## src/rtl/alu_param_seq.sv

```systemverilog
`default_nettype none
// +----------------------------------------------------------------------------+
// | Module   : alu_param_seq                                                   |
// | Purpose  : Registered ALU. Single-cycle logic/arithmetic ops and a         |
// |            multi-cycle shift-add unsigned multiply.                        |
// | Revision : 1.0 - initial release                                           |
// +----------------------------------------------------------------------------+
module alu_param_seq #(
    parameter int WIDTH  = 8,
    parameter int MUL_EN = 1
) (
    input  logic             clk,
    input  logic             rst_n,
    input  logic [WIDTH-1:0] a,
    input  logic [WIDTH-1:0] b,
    input  logic [3:0]       select_line,
    input  logic             in_valid,
    output logic             in_ready,
    output logic [WIDTH-1:0] result,
    output logic [WIDTH-1:0] result_hi,
    output logic             out_valid,
    output logic             zero_flag,
    output logic             negative_flag,
    output logic             carry_flag,
    output logic             overflow_flag,
    output logic             err
);

    localparam int                 c_MSB      = WIDTH - 1;
    localparam int                 c_CNT_W    = $clog2(WIDTH);
    localparam logic [c_CNT_W-1:0] c_CNT_LAST = c_CNT_W'(WIDTH - 1);
    localparam logic [c_CNT_W-1:0] c_CNT_ONE  = c_CNT_W'(1);
    localparam logic [WIDTH:0]     c_ONE_EXT  = (WIDTH + 1)'(1);
    localparam bit                 c_MUL_ON   = (MUL_EN != 0);

    localparam logic [3:0] c_OP_ADD = 4'b0000;
    localparam logic [3:0] c_OP_SUB = 4'b0001;
    localparam logic [3:0] c_OP_AND = 4'b0010;
    localparam logic [3:0] c_OP_OR  = 4'b0011;
    localparam logic [3:0] c_OP_XOR = 4'b0100;
    localparam logic [3:0] c_OP_NOT = 4'b0101;
    localparam logic [3:0] c_OP_SHL = 4'b0110;
    localparam logic [3:0] c_OP_SHR = 4'b0111;
    localparam logic [3:0] c_OP_INC = 4'b1000;
    localparam logic [3:0] c_OP_DEC = 4'b1001;
    localparam logic [3:0] c_OP_CMP = 4'b1010;
    localparam logic [3:0] c_OP_ADC = 4'b1011;
    localparam logic [3:0] c_OP_MUL = 4'b1100;

    typedef enum logic [0:0] {
        ST_IDLE     = 1'b0,
        ST_MUL_BUSY = 1'b1
    } state_t;

    state_t r_state;
    state_t w_state_next;

    logic [WIDTH-1:0] r_result;
    logic [WIDTH-1:0] r_result_hi;
    logic             r_out_valid;
    logic             r_zero;
    logic             r_neg;
    logic             r_carry;
    logic             r_ovf;
    logic             r_err;

    logic             w_accept;

    // Single-cycle datapath
    logic [WIDTH:0]   w_ext;
    logic [WIDTH-1:0] w_alu_res;
    logic             w_alu_c;
    logic             w_alu_v;
    logic             w_alu_legal;
    logic             w_op_mul;
    logic             w_op_cmp;

    // Multiplier datapath
    logic [WIDTH-1:0]   r_mcand;
    logic [2*WIDTH-1:0] r_prod;
    logic [c_CNT_W-1:0] r_mul_cnt;
    logic [WIDTH:0]     w_addend;
    logic [WIDTH:0]     w_upper_sum;
    logic [2*WIDTH-1:0] w_prod_next;
    logic [WIDTH-1:0]   w_prod_hi;
    logic [WIDTH-1:0]   w_prod_lo;
    logic               w_mul_last;

    assign in_ready      = (r_state == ST_IDLE);
    assign w_accept      = in_valid && in_ready;

    assign result        = r_result;
    assign result_hi     = r_result_hi;
    assign out_valid     = r_out_valid;
    assign zero_flag     = r_zero;
    assign negative_flag = r_neg;
    assign carry_flag    = r_carry;
    assign overflow_flag = r_ovf;
    assign err           = r_err;

    always_comb begin
        w_ext       = '0;
        w_alu_res   = '0;
        w_alu_c     = 1'b0;
        w_alu_v     = 1'b0;
        w_alu_legal = 1'b1;
        w_op_mul    = 1'b0;
        w_op_cmp    = 1'b0;
        case (select_line)
            c_OP_ADD: begin
                w_ext     = {1'b0, a} + {1'b0, b};
                w_alu_res = w_ext[c_MSB:0];
                w_alu_c   = w_ext[WIDTH];
                w_alu_v   = (a[c_MSB] == b[c_MSB]) && (w_ext[c_MSB] != a[c_MSB]);
            end
            c_OP_ADC: begin
                w_ext     = {1'b0, a} + {1'b0, b} + {{WIDTH{1'b0}}, r_carry};
                w_alu_res = w_ext[c_MSB:0];
                w_alu_c   = w_ext[WIDTH];
                w_alu_v   = (a[c_MSB] == b[c_MSB]) && (w_ext[c_MSB] != a[c_MSB]);
            end
            c_OP_SUB, c_OP_CMP: begin
                // Top bit of the extended difference is the borrow.
                w_ext     = {1'b0, a} - {1'b0, b};
                w_alu_res = w_ext[c_MSB:0];
                w_alu_c   = w_ext[WIDTH];
                w_alu_v   = (a[c_MSB] != b[c_MSB]) && (w_ext[c_MSB] != a[c_MSB]);
                w_op_cmp  = (select_line == c_OP_CMP);
            end
            c_OP_AND: w_alu_res = a & b;
            c_OP_OR:  w_alu_res = a | b;
            c_OP_XOR: w_alu_res = a ^ b;
            c_OP_NOT: w_alu_res = ~a;
            c_OP_SHL: begin
                w_alu_res = {a[c_MSB-1:0], 1'b0};
                w_alu_c   = a[c_MSB];
            end
            c_OP_SHR: begin
                w_alu_res = {1'b0, a[c_MSB:1]};
                w_alu_c   = a[0];
            end
            c_OP_INC: begin
                w_ext     = {1'b0, a} + c_ONE_EXT;
                w_alu_res = w_ext[c_MSB:0];
                w_alu_c   = w_ext[WIDTH];
                w_alu_v   = !a[c_MSB] && w_ext[c_MSB];
            end
            c_OP_DEC: begin
                w_ext     = {1'b0, a} - c_ONE_EXT;
                w_alu_res = w_ext[c_MSB:0];
                w_alu_c   = w_ext[WIDTH];
                w_alu_v   = a[c_MSB] && !w_ext[c_MSB];
            end
            c_OP_MUL: begin
                if (c_MUL_ON) begin
                    w_op_mul = 1'b1;
                end else begin
                    w_alu_legal = 1'b0;
                end
            end
            default: w_alu_legal = 1'b0;
        endcase
    end

    // Right-shifting shift-add: the product register starts as {0, b};
    // the multiplier bits drain out the bottom as the partial sum fills the top.
    assign w_addend    = r_prod[0] ? {1'b0, r_mcand} : '0;
    assign w_upper_sum = {1'b0, r_prod[2*WIDTH-1:WIDTH]} + w_addend;
    assign w_prod_next = {w_upper_sum, r_prod[WIDTH-1:1]};
    assign w_prod_hi   = w_prod_next[2*WIDTH-1:WIDTH];
    assign w_prod_lo   = w_prod_next[WIDTH-1:0];
    assign w_mul_last  = (r_state == ST_MUL_BUSY) && (r_mul_cnt == c_CNT_LAST);

    always_ff @(posedge clk or negedge rst_n) begin
        if (!rst_n) begin
            r_state <= ST_IDLE;
        end else begin
            r_state <= w_state_next;
        end
    end

    always_comb begin
        w_state_next = r_state;
        case (r_state)
            ST_IDLE: begin
                if (w_accept && w_op_mul) begin
                    w_state_next = ST_MUL_BUSY;
                end
            end
            ST_MUL_BUSY: begin
                if (r_mul_cnt == c_CNT_LAST) begin
                    w_state_next = ST_IDLE;
                end
            end
            default: w_state_next = ST_IDLE;
        endcase
    end

    always_ff @(posedge clk or negedge rst_n) begin
        if (!rst_n) begin
            r_mcand   <= '0;
            r_prod    <= '0;
            r_mul_cnt <= '0;
        end else if (w_accept && w_op_mul) begin
            r_mcand   <= a;
            r_prod    <= {{WIDTH{1'b0}}, b};
            r_mul_cnt <= '0;
        end else if (r_state == ST_MUL_BUSY) begin
            r_prod    <= w_prod_next;
            r_mul_cnt <= r_mul_cnt + c_CNT_ONE;
        end
    end

    always_ff @(posedge clk or negedge rst_n) begin
        if (!rst_n) begin
            r_result    <= '0;
            r_result_hi <= '0;
            r_out_valid <= 1'b0;
            r_zero      <= 1'b0;
            r_neg       <= 1'b0;
            r_carry     <= 1'b0;
            r_ovf       <= 1'b0;
            r_err       <= 1'b0;
        end else begin
            r_out_valid <= 1'b0;
            if (w_accept && !w_op_mul) begin
                r_out_valid <= 1'b1;
                if (!w_alu_legal) begin
                    // Flags deliberately left untouched.
                    r_err       <= 1'b1;
                    r_result    <= '0;
                    r_result_hi <= '0;
                end else begin
                    r_err   <= 1'b0;
                    r_zero  <= (w_alu_res == '0);
                    r_neg   <= w_alu_res[c_MSB];
                    r_carry <= w_alu_c;
                    r_ovf   <= w_alu_v;
                    if (!w_op_cmp) begin
                        r_result    <= w_alu_res;
                        r_result_hi <= '0;
                    end
                end
            end else if (w_mul_last) begin
                r_out_valid <= 1'b1;
                r_err       <= 1'b0;
                r_result    <= w_prod_lo;
                r_result_hi <= w_prod_hi;
                r_zero      <= (w_prod_lo == '0) && (w_prod_hi == '0);
                r_neg       <= w_prod_hi[c_MSB];
                r_carry     <= (w_prod_hi != '0);
                r_ovf       <= 1'b0;
            end
        end
    end

endmodule
`default_nettype wire
```

## config.mk

```make
export PLATFORM = sky130hd
export DESIGN_NAME = alu_param_seq
export DESIGN_NICKNAME = d
export VERILOG_FILES = /design/src/rtl/alu_param_seq.sv
export SDC_FILE = /design/constraint.sdc
export NUM_CORES = 1
export LEC_CHECK = 0
export CAP_MARGIN = 5
export CORE_MARGIN = 10
export CORE_UTILIZATION = 63
export DETAILED_ROUTE_END_ITERATION = 10
export GPL_ROUTABILITY_DRIVEN = 0
export PLACE_DENSITY = 0.86
export SYNTH_ARGS = -nofsm -noshare
export SYNTH_HDL_FRONTEND = slang
export SYNTH_SLANG_ARGS = --single-unit
```

## constraint.sdc

```tcl
create_clock -name clk -period 5 [get_ports clk]
set_clock_uncertainty 0.1 [all_clocks]
set_input_delay 1.25 -clock clk [delete_from_list [all_inputs] [get_ports clk]]
set_output_delay 1.25 -clock clk [all_outputs]
set_load 0.1 [all_outputs]
```

==> impl_table.tex <==
\begin{tabular}{lr}
\hline
Metric & Value \\
\hline
\multicolumn{2}{l}{\textbf{Status}} \\
\quad Run status & completed \\
\multicolumn{2}{l}{\textbf{Worst setup path}} \\
\quad Register-to-register setup slack & 1.65 ns \\
\quad Critical Path, Cell by Cell & clkdlybuf4s50\_1 > ha\_1 > fa\_1 > ha\_1 > and3\_1 > o21ai\_1 > nand4\_1 > nor4\_1 > inv\_1 > nor4\_1 > nand4\_1 > o31ai\_2 \\
\quad Slowest Stage Delay on Critical Path & about 0.66 ns \\
\quad Slowest cell on crit path & clkdlybuf4s50\_1 \\
\quad Arrival time worst endpoint & approximately 4.6 ns \\
\quad Worst setup path endpoint & zero\_flag \\
\quad End of the worst register-to-register path & zero\_flag \\
\quad Worst reg2reg startpoint & r\_prod[0] \\
\quad Crit. Startpoint & a[0] \\
\quad Required time of the worst setup path & 5.12 ns \\
\quad CP Class & primary input to flop \\
\quad Critical path peak fanout & 10 \\
\quad Setup crit end kind & flop \\
\quad Reg2reg path depth & 11 \\
\quad Sort of element at the start of the critical path & primary input \\
\multicolumn{2}{l}{\textbf{Synthesis}} \\
\quad Share of the yosys chip area belonging to registers & around a quarter \\
\quad Number of synthesized flops with an enable pin & 0 \\
\quad Flops \& latches, synth & 50 \\
\quad Async SR Flop Fraction & 100\% \\
\quad Synth warn & 0 \\
\quad Main synth FF type & dfrtp\_1 \\
\quad Synthesized Nets & around 660 \\
\quad Mapped cell area & slightly below 5000 µm² \\
\quad Count of different cell masters after synthesis & 82 \\
\quad Gate Count Post-Synth & approximately 590 \\
\quad Synth Area per Inst & roughly 8.2 µm² \\
\multicolumn{2}{l}{\textbf{Power and ir drop}} \\
\quad Worst voltage drop across the vdd grid & between 0.00015 and 0.0002 V \\
\quad Static leakage & roughly 2.3 nW \\
\quad Total power per unit cell area & roughly 390 nW/µm² \\
\quad Total Power Consumption & around 2.1 mW \\
\multicolumn{2}{l}{\textbf{Timing}} \\
\quad Max transition margin & between 20 and 30\% \\
\quad Final hold vios & 0 \\
\quad Setup Viol. Count Final & 0 \\
\quad Count of final max-slew check failures & 0 \\
\quad Portion of the clock cycle consumed by the worst path in the final layout & 90.1\% \\
\quad Setup repair after global routing missed its margin & false \\
\quad PnR worst setup slack & 0.497 ns \\
\quad Worst Max-Slew Pin Slew & roughly 1.1 ns \\
\quad Sum of negative setup slack & 0 ns \\
\quad Time the worst path needs with I/O delays and setup & between 4 and 5 ns \\
\quad Max Clk Rate & 0.222 GHz \\
\multicolumn{2}{l}{\textbf{Final layout}} \\
\quad Post-route cell area & about 5400 µm² \\
\quad Filler cell count & about 540 \\
\quad Finished Core Util & 73.9\% \\
\quad Net count reported at finish & a little under 700 \\
\quad Number of diodes & 0 \\
\quad Layout-stage area growth over the synthesis result & 12.5\% \\
\quad Area of the multi-input gates & 3260 µm² \\
\quad Ratio of cells with drive above 1 in the final layout & between 6 and 7\% \\
\quad Sequential cell area & about 1300 µm² \\
\multicolumn{2}{l}{\textbf{CTS}} \\
\quad TritonCTS clock tree & yes \\
\quad Number of buffers added by the clock tree synthesis step & 5 \\
\quad TritonCTS Sinks & 50 \\
\quad Library cell used as clock root buffer & clkbuf\_8 \\
\quad Clk pin slew, worst setup/hold paths & 0.09 ns \\
\quad Resized cells post-CTS & 0 \\
\quad Clock H-tree levels & 2 \\
\quad Worst-Skew Late Latency & between 0.3 and 0.4 ns \\
\quad Number of buffers inserted to repair setup after CTS & 0 \\
\quad Largest buffer count on any clock path & 2 \\
\quad Quantity of hold-fixing buffers added after cts & 0 \\
\multicolumn{2}{l}{\textbf{Placement}} \\
\quad DP Wirelength & 10.8 mm \\
\quad Placed instance area & $\sim$5300 µm² \\
\quad PortBufs & 45 \\
\quad Pre-CTS worst setup slack & roughly 0.29 ns \\
\multicolumn{2}{l}{\textbf{Global routing}} \\
\quad Aggregate global routing overflow & 0 \\
\quad Antenna violations before repair & 1 \\
\quad Number of global-route vias before repair & around 4700 \\
\quad Busiest metal layer after global routing & met2 \\
\quad Gr usage total & 23.8\% \\
\quad Met1 usage in global routing & around 29\% \\
\quad Met2 track demand over resource in global routing & about two fifths \\
\quad Global-route wire length before repair & approximately 23 mm \\
\quad Pin count of the biggest net entering global routing & 51 \\
\quad GR Util met3 & between 4 and 5\% \\
\multicolumn{2}{l}{\textbf{Detailed routing}} \\
\quad First drt pass iteration count & 8 \\
\quad Post-DRT Antenna Nets & 0 \\
\quad Detailed-route wire length & about 14 mm \\
\quad DRC violations left & 0 \\
\quad Routed length per placed instance & a little under 20 µm \\
\quad Via/cell ratio & 6.79 \\
\quad Vias after detailed routing & 4877 \\
\quad DRC violation total after the first TritonRoute iteration & roughly 700 \\
\multicolumn{2}{l}{\textbf{Run}} \\
\quad Max Cap Viol & 0 \\
\multicolumn{2}{l}{\textbf{Floorplanning}} \\
\quad Die area & 11500 µm² \\
\quad Boundary pin count & 46 \\
\quad Area of the core & 7330 µm² \\
\quad Horizontal die dimension & 107 µm \\
\quad Number of placement rows & 31 \\
\quad Die height & between 100 and 150 µm \\
\quad Initial Utilization & approximately 66\% \\
\multicolumn{2}{l}{\textbf{Hold path}} \\
\quad Hold Crit Class & flop to flop \\
\hline
\end{tabular}
==> area by class of cell <==
class	count	share of cell area, %
Clock buffer	5	1.27
Clock inverter	3	0.531
Inverter	27	1.87
Multi-Input combinational cell	474	60.2
Sequential cell	50	23.1
Tap cell	99	2.29
Timing Repair Buffer	60	10.8
==> cells in the final DEF (no fill, tap or decap), types with 8 or more instances in the layout <==
cell type        count
nand3_1             10
buf_4               13
inv_1               26
a22oi_1             16
nor2b_1              9
ha_1                40
nand2_1             76
a21oi_1             27
clkdlybuf4s50_1     44
and2_1              12
nand2b_1             8
o21ai_0             45
nor2_1              39
a22o_1              10
dfrtp_1             50
a211oi_1            11
xnor2_1             13
nor3_1              20
==> layer usage <==
layer | wire (µm) | up-vias
li1 | - | 2228
met3 | 1550 | 57
met5 | 13 | -
met1 | 5620 | 2257
met2 | 6430 | 333
met4 | 592 | 2
==> synth_stat cells, types with 4 or more instances <==
| library cell | instances | area share (%) |
|---|---|---|
| nor4_1 | 6 | 0.78 |
| o21ai_1 | 6 | 0.62 |
| a211o_1 | 6 | 1.1 |
| xor2_1 | 5 | 0.91 |
| inv_1 | 26 | 2.0 |
| o21ai_0 | 45 | 4.7 |
| a211oi_1 | 11 | 1.7 |
| nor4bb_1 | 6 | 1.2 |
| o21a_1 | 5 | 0.78 |
| a22o_1 | 10 | 1.8 |
| o211ai_1 | 6 | 0.94 |
| nor2_1 | 39 | 3.0 |
| mux2i_1 | 5 | 1.0 |
| a21oi_1 | 27 | 2.8 |
| ha_1 | 40 | 10 |
| nand3_1 | 10 | 1.0 |
| nand2_1 | 76 | 5.9 |
| a22oi_1 | 16 | 2.5 |
| clkbuf_1 | 19 | 1.5 |
| buf_2 | 11 | 1.1 |
| nor3_1 | 20 | 2.1 |
| and2_1 | 12 | 1.6 |
| dfrtp_1 | 50 | 26 |
| or3_1 | 4 | 0.52 |
| buf_6 | 5 | 1.2 |
| nor2b_1 | 9 | 1.2 |
| xnor2_1 | 13 | 2.4 |
| a221oi_1 | 5 | 0.91 |
| a21o_1 | 5 | 0.78 |
| o31ai_1 | 4 | 0.62 |
| nand4_1 | 5 | 0.65 |
| a31oi_1 | 4 | 0.52 |
| nand2b_1 | 8 | 1.0 |
| nor3b_1 | 4 | 0.62 |
| and3_1 | 4 | 0.52 |
==> state kept, by name, summed over array words and instances (netlist names) <==
signal         count
carry_flag         1
err                1
negative_flag      1
out_valid          1
overflow_flag      1
r_mcand            8
r_mul_cnt          3
r_prod            16
r_state            1
result             8
result_hi          8
zero_flag          1
==> worst min path at each step <==
stage | startpoint | endpoint | slack [ns] | cells after the start
4_1_cts | result[4] | result[4] | 0.39 | 2
6_report | result[4] | result[4] | 0.38 | 2
2_1_floorplan | r_mcand[7] | r_mcand[7] | 0.34 | 2
3_5_place_dp | result[4] | result[4] | 0.36 | 2
5_1_grt | r_mcand[7] | r_mcand[7] | 0.40 | 2
3_3_place_gp | result[4] | result[4] | 0.35 | 2
==> cells by family (layout without fill, tap and decap cells) <==
group	after synthesis	after routing	share of synthesized area, %
xor+xnor	19	19	3.74
flops	50	50	26.0
buf+inv	65	95	6.29
compound gates	185	185	26.8
simple gates	220	220	23.8
mux	7	7	1.74
fa+ha+maj	43	43	11.6
==> worst max-delay path, delay by kind of cell <==
| family | cells | cell delay [ns] |
|---|---|---|
| AO/OA/AOI/OAI | 2 | 0.33 |
| adder cells (fa/ha/maj) | 3 | 1.20 |
| buffers and inverters | 2 | 0.75 |
| AND/OR/NAND/NOR | 5 | 1.08 |
==> where the power goes <==
group	switching [mW]	internal, mW	total [mW]	leakage (nW)
logic	0.860	0.369	1.23	1.64
clock network	0.153	0.104	0.257	0.0502
registers	0.0901	0.529	0.619	0.659
total	1.10	1.00	2.11	2.35
==> through the flow <==
stage	instances	hold slack, ns
after floorplan	589	0.342
after global placement	710	0.349
after detailed placement	710	0.364
after CTS	718	0.385
after global routing	718	0.403
final	718	0.378
Note: power is estimated with default switching activity, not from simulation.
==> RTL edit (config.mk and constraints unchanged) <==
Make the reset (`rst_n`) synchronous in 3 clocked blocks.
--- a/src/rtl/alu_param_seq.sv
+++ b/src/rtl/alu_param_seq.sv
@@ -171,7 +171,7 @@
     assign w_prod_lo   = w_prod_next[WIDTH-1:0];
     assign w_mul_last  = (r_state == ST_MUL_BUSY) && (r_mul_cnt == c_CNT_LAST);
 
-    always_ff @(posedge clk or negedge rst_n) begin
+    always_ff @(posedge clk) begin
         if (!rst_n) begin
             r_state <= ST_IDLE;
         end else begin
@@ -196,7 +196,7 @@
         endcase
     end
 
-    always_ff @(posedge clk or negedge rst_n) begin
+    always_ff @(posedge clk) begin
         if (!rst_n) begin
             r_mcand   <= '0;
             r_prod    <= '0;
@@ -211,7 +211,7 @@
         end
     end
 
-    always_ff @(posedge clk or negedge rst_n) begin
+    always_ff @(posedge clk) begin
         if (!rst_n) begin
             r_result    <= '0;
             r_result_hi <= '0;
Formal check against the unedited RTL: differs if rst_n is asserted again (counterexample within 4 cycles, from zero or initial values and one cycle with rst_n low); with rst_n held inactive, the same outputs for 4 cycles.
==> RTL edit against the unedited design <==
Sequential cell count did not move; cell area shrank 4.9%; worst setup slack worse by 62 ps; cell count rose by 0.28%; synthesized area shrank 6.7%; routed wire length is 0.13% higher; sequential share of layout area decreased by 3.7 points; critical path type unchanged; critical endpoint is now zero_flag; highest routed layer is now met4.
Power is not compared: it rests on default switching activity, and its combinational part moved more than twofold at a synthesized area within 25%.
==> RTL edit: results (changes against the unedited design) <==
Post-synth ARST share -> 0% (-100 points)
Multiplexer area fraction after synthesis -> 3.65% (+1.9 points)
First-pass iteration count of the detailed router -> 5 (-3)
Met1 usage -> 31.4% (+2.1 points)
Initial antenna violation count -> 0 (-1)
Clock buf count -> 6 (+1)
Critical R2R Launch -> r_prod[0]
Cell area after layout -> 5150 µm² (-4.9%)
Met2 global-route usage -> 39.7% (+0.53 points)
Routed wl met3 -> 1580 µm (+1.8%)
List of most frequent post-synthesis cells -> 62 x nor2_1, 58 x a21oi_1, 50 x dfxtp_1, 50 x nand2_1, 40 x ha_1
Worst setup path startpoint -> a[1]
Signal buf overhead -> 11.2% (+0.46 points)
Non-clock inverters -> 28 (+3.7%)
DRT iter0 DRCs -> 498 (-28%)
Nets -> 689 (+0.73%)
Critical path peak fanout -> 11 (+1)
Place WS -> 175 ps (-113 ps)
Top Layer Used -> met4
Multi-input gate count -> 476 (+0.42%)
M1 wire length -> 5550 µm (-1.3%)
Metal2 WL -> 6530 µm (+1.6%)
Vias in the first global route -> 4559 (-3.0%)
DP Area -> 5040 µm² (-5.2%)
Post-Route WL -> 14200 µm (+0.13%)
Clock-cell share of area -> 2.14% (+0.34 points)
Critical Path AT -> 4690 ps (+70 ps)
Status -> completed
Synth Area in XOR/XNOR -> 3.90% (+0.16 points)
Non-CTS buffers -> 62 (+3.3%)
Area of the multi-input gates -> 3240 µm² (-0.69%)
Synthesized net count -> 651 (-0.61%)
Final instance count without filler cells -> 720 (+0.28%)
Gr usage total -> 24.9% (+1.0 points)
Share of post-route cells with drive strength above 1 -> 6.57% (-0.21 points)
Post-synthesis sequential area ratio -> 22.3% (-3.7 points)
Synthesized area -> 4490 µm² (-6.7%)
First-pass GRT wire length -> 23100 µm (+1.2%)
GR Layer Usage met3 -> 5.27% (+0.60 points)
Complex-gate fraction of the synthesized area -> 28.3% (+1.5 points)
Number of vias per cell -> 6.76 (-0.42%)
# fillers -> 538 (-1.1%)
Reg area -> 1000 µm² (-20%)
Post-DP HPWL -> 10900 µm (+0.81%)
==> RTL edit: final timing paths <==
kind	endpoint	slack [ps]	depth (start not counted)
max	zero_flag	430	11
min	r_mcand[2]	360	2
max reg2reg	zero_flag	1860	11
min reg2reg	r_mcand[2]	360	2
==> RTL edit: worst max-delay path, cell delays in order <==
cell,delay [ps]
clkdlybuf4s50_1,740
inv_1,220
ha_1,380
a211oi_2,340
nor3_1,160
nor4_2,420
mux2_2,390
a221oi_1,290
o211ai_1,160
nand2b_1,190
o22ai_1,150
==> RTL edit: power groups by stage <==
| stage | registers, mW | clock network (mW) | logic (mW) |
|---|---|---|---|
| final | 0.416 | 0.291 | 0.397 |
| after global placement | 0.425 | 0 | 0.377 |
| after CTS | 0.416 | 0.289 | 0.386 |
| after detailed placement | 0.425 | 0 | 0.383 |
| after global routing | 0.417 | 0.304 | 0.422 |
| after floorplan | 0.484 | 0 | 0.214 |
